--- src/rtl/pipe_pkg.sv ---
// Shared defaults and the per-stage update rule used by the pipeline register chain.
package pipe_pkg;

    localparam int DEF_WIDTH = 64;
    localparam int DEF_DEPTH = 4;
    localparam int DEF_CNT_W = 16;

    typedef enum logic [1:0] {
        RULE_FLUSH  = 2'd0,
        RULE_HOLD   = 2'd1,
        RULE_BUBBLE = 2'd2,
        RULE_LOAD   = 2'd3
    } stage_rule_e;

    // Flush beats hold; a stage whose upstream neighbour holds takes a bubble.
    function automatic stage_rule_e stage_rule(input logic flush, input logic hold,
                                               input logic hold_up);
        stage_rule_e rule;
        if (flush)        rule = RULE_FLUSH;
        else if (hold)    rule = RULE_HOLD;
        else if (hold_up) rule = RULE_BUBBLE;
        else              rule = RULE_LOAD;
        return rule;
    endfunction

endpackage

--- src/rtl/pipe_stage.sv ---
// One pipeline register stage: WIDTH-bit payload plus valid, with flush/hold/bubble/load select.
module pipe_stage
    import pipe_pkg::*;
#(
    parameter int               WIDTH  = DEF_WIDTH,
    parameter logic [WIDTH-1:0] BUBBLE = '0
) (
    input  logic             clk_i,
    input  logic             rst_i,
    input  logic             flush,
    input  logic             hold,
    input  logic             hold_up,
    input  logic [WIDTH-1:0] prev_data,
    input  logic             prev_vld,
    output logic [WIDTH-1:0] data_p,
    output logic             vld_p
);

    stage_rule_e rule;

    assign rule = stage_rule(flush, hold, hold_up);

    always_ff @(posedge clk_i or negedge rst_i) begin
        if (!rst_i) begin
            data_p <= BUBBLE;
            vld_p  <= 1'b0;
        end else begin
            case (rule)
                RULE_FLUSH, RULE_BUBBLE: begin
                    data_p <= BUBBLE;
                    vld_p  <= 1'b0;
                end
                RULE_HOLD: begin
                    data_p <= data_p;
                    vld_p  <= vld_p;
                end
                default: begin
                    data_p <= prev_data;
                    vld_p  <= prev_vld;
                end
            endcase
        end
    end

endmodule

--- src/rtl/pipe_reg_chain.sv ---
// DEPTH-stage pipeline register chain with per-stage stall/flush and saturating event counters.
module pipe_reg_chain
    import pipe_pkg::*;
#(
    parameter int               WIDTH  = DEF_WIDTH,
    parameter int               DEPTH  = DEF_DEPTH,
    parameter logic [WIDTH-1:0] BUBBLE = '0,
    parameter int               CNT_W  = DEF_CNT_W
) (
    input  logic             clk_i,
    input  logic             rst_i,
    input  logic [WIDTH-1:0] data_i,
    input  logic             valid_i,
    input  logic [DEPTH-1:0] stall_i,
    input  logic [DEPTH-1:0] flush_i,
    output logic             ready_o,
    output logic [WIDTH-1:0] data_o,
    output logic             valid_o,
    output logic [DEPTH-1:0] stage_vld_o,
    output logic [CNT_W-1:0] stall_cnt_o,
    output logic [CNT_W-1:0] flush_cnt_o
);

    logic [DEPTH-1:0] hold;
    logic [DEPTH-1:0] hold_up;
    logic [WIDTH-1:0] data_p [DEPTH];
    logic [DEPTH-1:0] vld_p;
    logic [CNT_W-1:0] stall_cnt;
    logic [CNT_W-1:0] flush_cnt;
    logic [CNT_W-1:0] flush_inc;

    function automatic logic [CNT_W-1:0] sat_add(input logic [CNT_W-1:0] a,
                                                 input logic [CNT_W-1:0] b);
        logic [CNT_W:0] sum;
        sum = {1'b0, a} + {1'b0, b};
        return sum[CNT_W] ? {CNT_W{1'b1}} : sum[CNT_W-1:0];
    endfunction

    // A stall at stage k freezes every stage upstream of it as well.
    always_comb begin
        hold    = '0;
        hold_up = '0;
        hold[DEPTH-1] = stall_i[DEPTH-1];
        for (int k = DEPTH - 2; k >= 0; k--) begin
            hold[k] = stall_i[k] | hold[k+1];
        end
        for (int k = 1; k < DEPTH; k++) begin
            hold_up[k] = hold[k-1];
        end
    end

    always_comb begin
        flush_inc = '0;
        for (int k = 0; k < DEPTH; k++) begin
            flush_inc = flush_inc + CNT_W'(flush_i[k] & vld_p[k]);
        end
    end

    for (genvar k = 0; k < DEPTH; k++) begin : g_stage
        logic [WIDTH-1:0] prev_data;
        logic             prev_vld;
        if (k == 0) begin : g_head
            assign prev_data = data_i;
            assign prev_vld  = valid_i;
        end else begin : g_body
            assign prev_data = data_p[k-1];
            assign prev_vld  = vld_p[k-1];
        end
        pipe_stage #(
            .WIDTH  (WIDTH),
            .BUBBLE (BUBBLE)
        ) u_stage (
            .clk_i     (clk_i),
            .rst_i     (rst_i),
            .flush     (flush_i[k]),
            .hold      (hold[k]),
            .hold_up   (hold_up[k]),
            .prev_data (prev_data),
            .prev_vld  (prev_vld),
            .data_p    (data_p[k]),
            .vld_p     (vld_p[k])
        );
    end

    always_ff @(posedge clk_i or negedge rst_i) begin
        if (!rst_i) begin
            stall_cnt <= '0;
            flush_cnt <= '0;
        end else begin
            if (|stall_i) stall_cnt <= sat_add(stall_cnt, CNT_W'(1));
            flush_cnt <= sat_add(flush_cnt, flush_inc);
        end
    end

    assign ready_o     = !hold[0];
    assign data_o      = data_p[DEPTH-1];
    assign valid_o     = vld_p[DEPTH-1];
    assign stage_vld_o = vld_p;
    assign stall_cnt_o = stall_cnt;
    assign flush_cnt_o = flush_cnt;

endmodule

--- config.mk ---
export PLATFORM = sky130hd
export DESIGN_NAME = pipe_reg_chain
export DESIGN_NICKNAME = d
export VERILOG_FILES = /design/src/rtl/pipe_pkg.sv /design/src/rtl/pipe_stage.sv /design/src/rtl/pipe_reg_chain.sv
export SDC_FILE = /design/constraint.sdc
export NUM_CORES = 1
export LEC_CHECK = 0
export BUFFER_PORTS_ARGS = -buffer_cell sky130_fd_sc_hd__buf_2
export CAP_MARGIN = 20
export CORE_MARGIN = 10
export CORE_UTILIZATION = 45
export DETAILED_ROUTE_END_ITERATION = 16
export GPL_TIMING_DRIVEN = 0
export HOLD_SLACK_MARGIN = 0.02
export PLACE_DENSITY = 0.69
export SYNTH_ARGS = -nofsm -noshare
export SYNTH_HDL_FRONTEND = slang
export SYNTH_SLANG_ARGS = --single-unit
--- constraint.sdc ---
create_clock -name clk_i -period 2.5 [get_ports clk_i]
set_clock_uncertainty 0.05 [all_clocks]
set_input_delay 0.375 -clock clk_i [delete_from_list [all_inputs] [get_ports clk_i]]
set_output_delay 0.375 -clock clk_i [all_outputs]
set_load 0.05 [all_outputs]
==> results of run 1 <==
==> final cells by class <==
type / instances / area share (%)
repair buffers: 199 / 8.47
well taps: 324 / 2.95
multi-input cells: 600 / 26.2
flip-flops and latches: 292 / 53.3
plain buffers: 70 / 2.14
diodes: 1 / 0.0182
inverters: 8 / 0.228
clock inverters: 10 / 0.428
clock buffers: 42 / 6.30
==> where the power goes <==
part	internal, W	total (W)	switching [W]
combinational	0.000304	0.00117	0.000863
sequential	0.00486	0.00503	0.000175
clock	0.00239	0.00416	0.00177
total	0.00755	0.0104	0.00280
==> sequential cells by signal, summed over array words and instances (netlist names) <==
signal                  cells
g_stage.u_stage.data_p    256
flush_cnt_o                16
stall_cnt_o                16
g_stage.u_stage.vld_p       4
==> layer usage <==
layer / vias to the layer above / GRT usage (%)
met5: - / 0
met4: 0 / 5.21
met3: 41 / 4.36
met2: 206 / 30.8
met1: 4014 / 22.7
li1: 3888 / -
==> cell usage in the layout (no fill, tap or decap), drive strengths merged, types with 3 or more instances in the layout <==
cell type and n:
dfrtp 292, o21ai 42, nand4 10, nor3 6
mux2 3, xnor2 8, fa 3, o21a 4
clkbuf 95, a31oi 3, dlygate4sd3 15, xor2 5
a22o 161, inv 7, buf 201, mux2i 3
nand3 14, nor4 5, nand2 228, a21oi 68
nor2 14, clkinv 9
==> synthesized netlist by cell type, drive strengths merged <==
| cell | n | area, um2 |
|---|---|---|
| a21bo | 1 | 10.0 |
| ha | 2 | 25.0 |
| nand2b | 2 | 12.5 |
| buf | 18 | 98.8 |
| a211oi | 1 | 7.51 |
| nor2b | 1 | 6.26 |
| a21oi | 68 | 340 |
| and4 | 2 | 17.5 |
| or2 | 2 | 12.5 |
| or4 | 2 | 18.8 |
| inv | 8 | 30.0 |
| mux2i | 3 | 30.0 |
| a22o | 161 | 1410 |
| and3 | 2 | 12.5 |
| o21a | 4 | 30.0 |
| nor4b | 1 | 8.76 |
| and2 | 1 | 6.26 |
| o21ai | 42 | 210 |
| or4b | 1 | 10.0 |
| nor2 | 14 | 52.6 |
| o211ai | 1 | 7.51 |
| a211o | 1 | 8.76 |
| nand3 | 14 | 70.1 |
| xor2 | 5 | 43.8 |
| xnor2 | 8 | 70.1 |
| fa | 3 | 60.1 |
| nand4 | 10 | 62.6 |
| clkbuf | 54 | 203 |
| or3 | 2 | 12.5 |
| mux2 | 3 | 33.8 |
| nor3 | 6 | 30.0 |
| nor3b | 1 | 7.51 |
| nand2 | 228 | 856 |
| nor4 | 5 | 31.3 |
| a31oi | 3 | 18.8 |
| dfrtp | 292 | 7310 |
==> metrics by stage <==
step / instances / TNS, ns
5_1_grt: 1545 / -0.313
6_report: 1546 / -0.00589
4_1_cts: 1545 / -0.0383
2_1_floorplan: 972 / -2.15
3_3_place_gp: 1471 / -1257.37
3_5_place_dp: 1474 / -12.20
==> worst paths after layout <==
path | from | end | slack [ns] | depth (start not counted)
worst max-delay path | g_stage[3].u_stage.vld_p$_DFFE_PN0P_ | flush_cnt_o[15]$_DFF_PN0_ | -0.006 | 7
worst min-delay path | data_i[13] | g_stage[0].u_stage.data_p[13]$_DFFE_PN0P_ | 0.04 | 3
worst max register to register | g_stage[3].u_stage.vld_p$_DFFE_PN0P_ | flush_cnt_o[15]$_DFF_PN0_ | -0.006 | 7
worst min register to register | g_stage[2].u_stage.data_p[2]$_DFFE_PN0P_ | g_stage[2].u_stage.data_p[2]$_DFFE_PN0P_ | 0.43 | 2
max in group asynchronous | rst_i | g_stage[1].u_stage.data_p[31]$_DFFE_PN0P_ | 0.99 | 3
min in group asynchronous | rst_i | g_stage[3].u_stage.data_p[13]$_DFFE_PN0P_ | 0.38 | 2
==> cell families after synthesis <==
| logic type | share of synthesized area, % |
|---|---|
| muxes | 0.571 |
| adders and majority gates | 0.762 |
| xor gates and xnor gates | 1.02 |
| DFF | 65.4 |
| buffers and inverters | 2.97 |
| and+or+nand+nor | 11.0 |
| AOI/OAI and AO/OA | 18.3 |
==> worst min-delay path, delay by kind of cell <==
family	cells	cell delay (ns)
AND/OR/NAND/NOR	1	0.05
AO/OA/AOI/OAI	1	0.05
buffers and inverters	1	0.09
==> what timing repair did <==
action	CTS	global route
endpoints found under the setup margin	15	17
pin swaps	10	4
hold endpoints to repair	94	0
hold buffers	15	0
buffers inserted	6	0
resized for setup	9	6
==> qor.txt, run 1 <==
Tot GR Track Use: 18.2%
share of cells above drive strength 1: 22.0%
DRC violations left: 0
WL final: 28.9 mm
Syn. warnings: 0
CP Max Fanout: 4
crit path max-delay cell type: fa_1
critical path buffer and inverter count: 0
met3 routed WL: 1.93 mm
Fin Hold WS: 0.0385 ns
fin crit share: 100%
Cell Chain, Critical Path: nand2_2, fa_1, fa_2, nand2b_4, a211o_1, or3_1, mux2_2
Mapped Area: 11200 um2
largest net degree at the start of global routing: 126
outcome: complete, but fails checks
Post-DP HPWL: 20.7 mm
area of the multi-input gates: 3600 um2
CTS Root Cell: clkbuf_16
crit path DAT: 2.88 ns
Cell Rows: 57
post-placement worst setup slack: -0.826 ns
Buffers on Ports: 175
RSZ-0062 raised after global routing: yes
Setup Crit Path Kind: reg2reg
Max Slew Vio Count: 0
critical path required time: 2.87 ns
CTS buffer count: 29
clk sinks: 292
Setup WS post-layout: -0.00589 ns
Clock Path Buffers: 3
Worst Setup End Kind: register
Cells after Synth: 972
number of I/O pins: 177
Vias: 8149
first-pass detailed-route iteration total: 5
Tot Pwr: 0.0104 W
P_leak: 6.65 nW
Detail Route met2 WL: 14.3 mm
max-cap violations: 0
Fin. Hold Viols: 0
power per cell area: 754 nW/um2
CTS clock-pin slew for the worst setup and hold paths: 0.06 ns
Area after DPL: 12600 um2
final setup vio count: 1
chip height: 178 um
syn nets: 1052
vias in the first global route: 8385
failing checks: setup timing
Layout Nets: 1280
Hold/Removal Path Class: in2reg
Worst VDD drop: 0.000446 V
Skew-Pair Late Insertion Delay: 0.53 ns
syn avg cell area: 11.5 um2
Rel. slew slack: 44.5%
Initial Utilization: 45.8%
H-tree depth: 1
flops & latches, synth: 292
first-pass GRT wire length: 45.8 mm
Synth cell types: 40
Die Width: 178 um
Antenna Nets Post-Route: 0
# fillers: 2146
GR Overflow Total: 0
initial antenna violation count: 0
design area: 13700 um2
Initial DRC Count: 403
Metal-1 WL: 12.0 mm
CTS tree: done
post-layout util: 56.3%
Tmin final: 2.51 ns
CP startpoint kind: register
DR WL/cell: 18.7 um
Area Growth Syn to Fin: 22.8%
Die Area: 31500 um2
vias per cell: 5.27
DR top layer: met4
Crit path max-delay family: adder cells
sequential fraction of the synthesis area: 65.4%
Slew @ Worst Pin: 0.832 ns
register area: 7310 um2
crit-path max cell delay: 0.44 ns
fmax: 399 MHz
Core Region: 24400 um2
routability cong.: 0.838
(Power assumes the default switching activity.)
==> run 2: changes to the inputs <==
--- a/config.mk
+++ b/config.mk
@@ -12,7 +12,7 @@
 export DETAILED_ROUTE_END_ITERATION = 16
 export GPL_TIMING_DRIVEN = 0
 export HOLD_SLACK_MARGIN = 0.02
-export PLACE_DENSITY = 0.69
+export PLACE_DENSITY = 0.71
 export SYNTH_ARGS = -nofsm -noshare
 export SYNTH_HDL_FRONTEND = slang
 export SYNTH_SLANG_ARGS = --single-unit
==> run 2 against run 1 <==
The flow still finishes with violations (setup timing); sequential power about the same; power up 2.3%; critical path depth unchanged; worst hold slack worse by 0.0090 ns; register-to-register slack worse by 0.06 ns; routed wire length down 0.43%; via count up 0.77%; sequential share of layout area down 0.58 points; first-iteration DRC count up 24%; core utilization up 0.62 points; critical path type unchanged.
==> qor.txt, run 2 (same netlist as run 1, synthesis figures left out) <==
Vias: 8212
R2R depth: 7
Worst Setup End Kind: register
max FFs per register: 256
largest net degree at the start of global routing: 95
Die Area: 31500 um2
most frequent cells in the layout: dfrtp_1, nand2_1, buf_2
Die Width: 178 um
logic gate share of total power: 11.2%
worst hold stages: 3
GR Overflow Total: 0
CTS Root Cell: clkbuf_16
Area Growth Syn to Fin: 24.2%
failing checks: setup timing
Rel. slew slack: 35.3%
Setup WS post-layout: -0.0665 ns
share of cells above drive strength 1: 21.9%
fmax: 390 MHz
first-pass detailed-route iteration total: 5
Cell Rows: 57
Buffers on Ports: 175
RSZ-0062 raised after global routing: yes
Core Region: 24400 um2
chip height: 178 um
Layout Nets: 1289
Post-DP HPWL: 20.7 mm
Flop pwr share: 47.5%
CP Max Fanout: 4
CP startpoint kind: register
Skew-Pair Late Insertion Delay: 0.54 ns
CTS tree: done
initial antenna violation count: 3
Initial DRC Count: 498
commonest non-fill, non-tap cell in the layout: dfrtp_1
Clock Path Buffers: 3
design area: 13900 um2
crit path DAT: 2.93 ns
switch share: 26.5%
Worst VDD drop: 0.000539 V
power per cell area: 764 nW/um2
routability cong.: 0.836
WL final: 28.7 mm
Sw Pwr: 0.00281 W
Int Pwr: 0.00779 W
Slew @ Worst Pin: 0.962 ns
Clk pwr share: 41.3%
DR WL/cell: 18.4 um
CTS clock-pin slew for the worst setup and hold paths: 0.06 ns
max-cap violations: 0
Hold/Removal Path Class: in2reg
final setup vio count: 1
fin crit share: 103%
CTS buffer count: 29
clk sinks: 292
first-pass GRT wire length: 46.0 mm
H-tree depth: 1
Area after DPL: 12600 um2
vias per cell: 5.27
Max Slew Vio Count: 0
Tot Pwr: 0.0106 W
Tmin final: 2.57 ns
Initial Utilization: 45.8%
P_leak: 6.73 nW
critical path required time: 2.86 ns
Tot GR Track Use: 18.1%
Setup Crit Path Kind: reg2reg
number of I/O pins: 177
DRC violations left: 0
Antenna Nets Post-Route: 0
outcome: complete, but fails checks
Reg with most FFs: g_stage.u_stage.data_p
vias in the first global route: 8487
Fin. Hold Viols: 0
==> run 2: changes by cell type in the layout (fill, tap and decap cells not counted), sizes merged <==
cell         change
buf              -1
bufinv           +3
clkbuf           -1
dlygate4sd3      +9
or2              +1
diode            +2
clkinvlp         -1
==> run 2: path summary, 6_finish.rpt <==
kind / startpoint / endpoint / slack [ns]
setup reg to reg: g_stage[3].u_stage.vld_p$_DFFE_PN0P_ / flush_cnt_o[15]$_DFF_PN0_ / -0.07
setup / recovery: g_stage[3].u_stage.vld_p$_DFFE_PN0P_ / flush_cnt_o[15]$_DFF_PN0_ / -0.07
hold / removal: data_i[16] / g_stage[0].u_stage.data_p[16]$_DFFE_PN0P_ / 0.03
hold reg to reg: g_stage[0].u_stage.data_p[37]$_DFFE_PN0P_ / g_stage[1].u_stage.data_p[37]$_DFFE_PN0P_ / 0.43
max in group asynchronous: rst_i / stall_cnt_o[10]$_DFFE_PN0P_ / 0.91
min in group asynchronous: rst_i / g_stage[3].u_stage.data_p[8]$_DFFE_PN0P_ / 0.30
==> run 2: routing by layer <==
layer / vias up / track usage, % / share of wire [%]
met5: - / 0 / 0
met4: 0 / 5.77 / 2.5
met3: 49 / 3.68 / 6.0
met2: 200 / 30.5 / 49
met1: 4051 / 22.9 / 42
li1: 3912 / - / -
==> run 2: worst max-delay path: stages, from the launching register on <==
cell	delay, ns
dfrtp_2	0.41
nand2_2	0.09
fa_1	0.44
fa_2	0.38
nand2b_4	0.17
a211o_1	0.30
or3_1	0.32
mux2_2	0.28
==> run 2: power by group through the flow <==
| stage | sequential [W] | combinational [W] | clock, W |
|---|---|---|---|
| CTS | 0.00503 | 0.00121 | 0.00445 |
| floorplan | 0.00545 | 0.000357 | 0 |
| detailed placement | 0.00512 | 0.00116 | 0 |
| global route | 0.00506 | 0.00130 | 0.00466 |
| global placement | 0.00511 | 0.00112 | 0 |
| finish | 0.00503 | 0.00119 | 0.00438 |
==> run 2: area by class of cell <==
cell class / count / area [um2]
timing repair buffer: 207 / 1250
clock inverter: 12 / 138
buffer: 70 / 294
tap: 324 / 405
antenna: 3 / 7.51
inverter: 8 / 31.3
multi-input combinational: 601 / 3610
fill: 2102 / 10500
sequential: 292 / 7310
clock buffer: 41 / 831
==> run 2: timing repair <==
action,in CTS,in global routing
hold buffers,24,0
pin swaps,9,9
buffers inserted,5,0
endpoints found under the hold margin,84,0
gates cloned,1,0
setup endpoints to repair,17,17
gates resized for setup,6,10
==> run 2: through the flow <==
| stage | TNS, ns | utilization [%] | hold WS, ns | std cells | worst slack [ns] |
|---|---|---|---|---|---|
| CTS | -0.223 | 56.7 | 0.0201 | 1555 | -0.0913 |
| finish | -0.0665 | 56.9 | 0.0295 | 1558 | -0.0665 |
| floorplan | -2.15 | - | 0.0294 | 972 | -0.193 |
| detailed placement | -13.32 | 51.6 | 0.283 | 1474 | -0.877 |
| global route | -0.867 | 56.9 | 0.0255 | 1558 | -0.134 |
| global placement | -1247.51 | 51.2 | 0.411 | 1471 | -4.75 |
==> run 3: changes to the inputs <==
--- a/config.mk
+++ b/config.mk
@@ -5,6 +5,7 @@
 export SDC_FILE = /design/constraint.sdc
 export NUM_CORES = 1
 export LEC_CHECK = 0
+export ABC_AREA = 1
 export BUFFER_PORTS_ARGS = -buffer_cell sky130_fd_sc_hd__buf_2
 export CAP_MARGIN = 20
 export CORE_MARGIN = 10
==> run 3 against run 2 <==
The run now ends clean; power down 1.1%; via count rose by 18%; sequential share of layout area shrank 3.3 points; core utilization down 1.9 points; setup slack better by 0.098 ns; clock power hardly changed; fmax is 4.0% higher; largest cell class unchanged; largest power group unchanged.
==> qor.txt, run 3 <==
outcome: finished clean
Antenna Nets Post-Route: 0
first-pass GRT wire length: 52.2 mm
Skew-Pair Late Insertion Delay: 0.54 ns
Worst VDD drop: 0.000666 V
fin crit share: 98.8%
final std cells w/o fill: 1865
routability cong.: 0.847
CTS Root Cell: clkbuf_16
Cells after Synth: 1270
syn avg cell area: 9.63 um2
crit path max-delay cell type: fa_1
most frequent cell after synthesis: dfrtp_1
CP startpoint kind: register
Synth cell types: 31
register area: 7310 um2
Vias: 9686
DR WL/cell: 17.5 um
vias per cell: 5.19
RSZ-0062 raised after global routing: yes
commonest non-fill, non-tap cell in the layout: dfrtp_1
critical path buffer and inverter count: 2
CP Max Fanout: 5
fmax: 405 MHz
Rel. slew slack: 44.2%
# fillers: 2413
top_reg_cell synth: dfrtp_1
DRC violations left: 0
Area Growth Syn to Fin: 21.0%
Initial DRC Count: 755
initial antenna violation count: 3
synth top area cells: dfrtp_1, nand3_1, o21ai_0
WL final: 32.7 mm
final setup vio count: 0
number of I/O pins: 177
clk sinks: 292
Setup Crit Path Kind: reg2reg
EDFF count, synth: 0
Die Area: 34200 um2
Initial Utilization: 45.5%
syn nets: 1350
CTS clock-pin slew for the worst setup and hold paths: 0.06 ns
Yosys top cell area share: 59.8%
top cells by count, synth: dfrtp_1, nand3_1, inv_1, o21ai_0, nand2_1
vias in the first global route: 9827
Synth area leader: dfrtp_1
power per cell area: 709 nW/um2
async set-reset flop share out of synthesis: 100%
Crit path max-delay family: adder cells
Post-DP HPWL: 23.3 mm
Critical R2R Launch: g_stage[3].u_stage.vld_p$_DFFE_PN0P_
max-cap violations: 0
Fin. Hold Viols: 0
Setup WS post-layout: 0.0311 ns
post-placement worst setup slack: -0.438 ns
Die Width: 185 um
Clock Path Buffers: 3
Mapped Area: 12200 um2
crit-path most repeated cell: nand2_2
CTS tree: done
CTS buffer count: 30
max FFs per register: 256
Hold/Removal Path Class: in2reg
H-tree depth: 1
Tot GR Track Use: 19.1%
Buffers on Ports: 176
Worst Setup End Kind: register
largest net degree at the start of global routing: 116
Reg with most FFs: g_stage.u_stage.data_p
Slew @ Worst Pin: 0.838 ns
Core Region: 26900 um2
crit-path max cell delay: 0.44 ns
critical path required time: 2.93 ns
Max Slew Vio Count: 0
sequential fraction of the synthesis area: 59.8%
flops & latches, synth: 292
GR Overflow Total: 0
Tmin final: 2.47 ns
first-pass detailed-route iteration total: 5
Layout Nets: 1581
most frequent cells in the layout: dfrtp_1, nand3_1, inv_1
crit path DAT: 2.90 ns
Syn. warnings: 0
P_leak: 6.89 nW
Cell Rows: 60
placed cells: 1789
crit path launch: g_stage[3].u_stage.vld_p$_DFFE_PN0P_
min-delay src: data_i[47]
chip height: 185 um
Cell Chain, Critical Path: nand2_2, fa_1, fa_2, inv_2, fa_2, nand2_2, nor2_2, nand2_2, nor2_4, nand3_4, buf_4, nand3_1
area of the multi-input gates: 3630 um2
share of cells above drive strength 1: 20.3%
run 3: cells by family after synthesis:
logic type	synth area share, %
AOI/OAI and AO/OA	12.7
xor gates and xnor gates	0.358
adders and majority gates	0.696
buffers and inverters	10.6
DFF	59.8
and+or+nand+nor	15.8
run 3: final cells by class:
cell class | instances | area share (%)
buffer | 88 | 3.27
inverter | 219 | 5.56
timing repair buffer | 199 | 7.73
multi-input combinational | 671 | 24.5
tap | 341 | 2.88
clock buffer | 44 | 6.12
clock inverter | 8 | 0.440
antenna | 3 | 0.0508
sequential | 292 | 49.4
run 3: power breakdown:
part	total, W	internal, W	switching [W]
clock network	0.00436	0.00258	0.00178
registers	0.00498	0.00486	0.000119
logic	0.00114	0.000300	0.000844
total	0.0105	0.00774	0.00274
run 3: metal layers:
metal	wire [um]	up-vias	GRT usage, %	part of all wire [%]
met5	0	-	0	0
met4	742	0	5.59	2.3
met3	1900	56	3.86	5.8
met2	15800	230	31.7	48
met1	14200	4717	24.6	44
li1	-	4683	-	-
run 3: path summary, 6_finish.rpt:
path	to	slack, ns	cells after the start
worst min register to register	g_stage[0].u_stage.data_p[40]$_DFFE_PN0P_	0.46	2
min in group asynchronous	stall_cnt_o[15]$_DFFE_PN0P_	0.45	2
worst min-delay path	g_stage[0].u_stage.data_p[47]$_DFFE_PN0P_	0.03	3
worst max-delay path	flush_cnt_o[14]$_DFF_PN0_	0.03	12
worst max register to register	flush_cnt_o[14]$_DFF_PN0_	0.03	12
max in group asynchronous	g_stage[3].u_stage.data_p[30]$_DFFE_PN0P_	0.57	4
run 3: worst reg2reg max path: cells and delay by family, from the launching register on:
kind	cells	cell delay (ns)
adders and majority gates	3	1.00
DFF	1	0.41
buffers and inverters	2	0.26
and+or+nand+nor	7	0.68
run 3: what timing repair did:
action / 4_1_cts / 5_1_grt
buffers inserted: 3 / 2
resized for setup: 1 / 0
setup endpoints to repair: 10 / 11
hold buffers: 16 / 0
endpoints found under the hold margin: 126 / 0
cloned: 0 / 0
pin swaps: 1 / 1
run 3: metrics by stage:
stage	power (W)	cell area, um2	util (%)	hold WS, ns	setup TNS (ns)
floorplan	0.00573	12200	-	0.0294	-0.875
global placement	0.00615	13500	50.4	0.433	-1246.60
finish	0.0105	14800	55.0	0.0301	0
detailed placement	0.00619	13600	50.6	0.444	-6.11
CTS	0.0106	14800	54.9	0.0217	0
global route	0.0109	14800	55.0	0.0213	-1.11
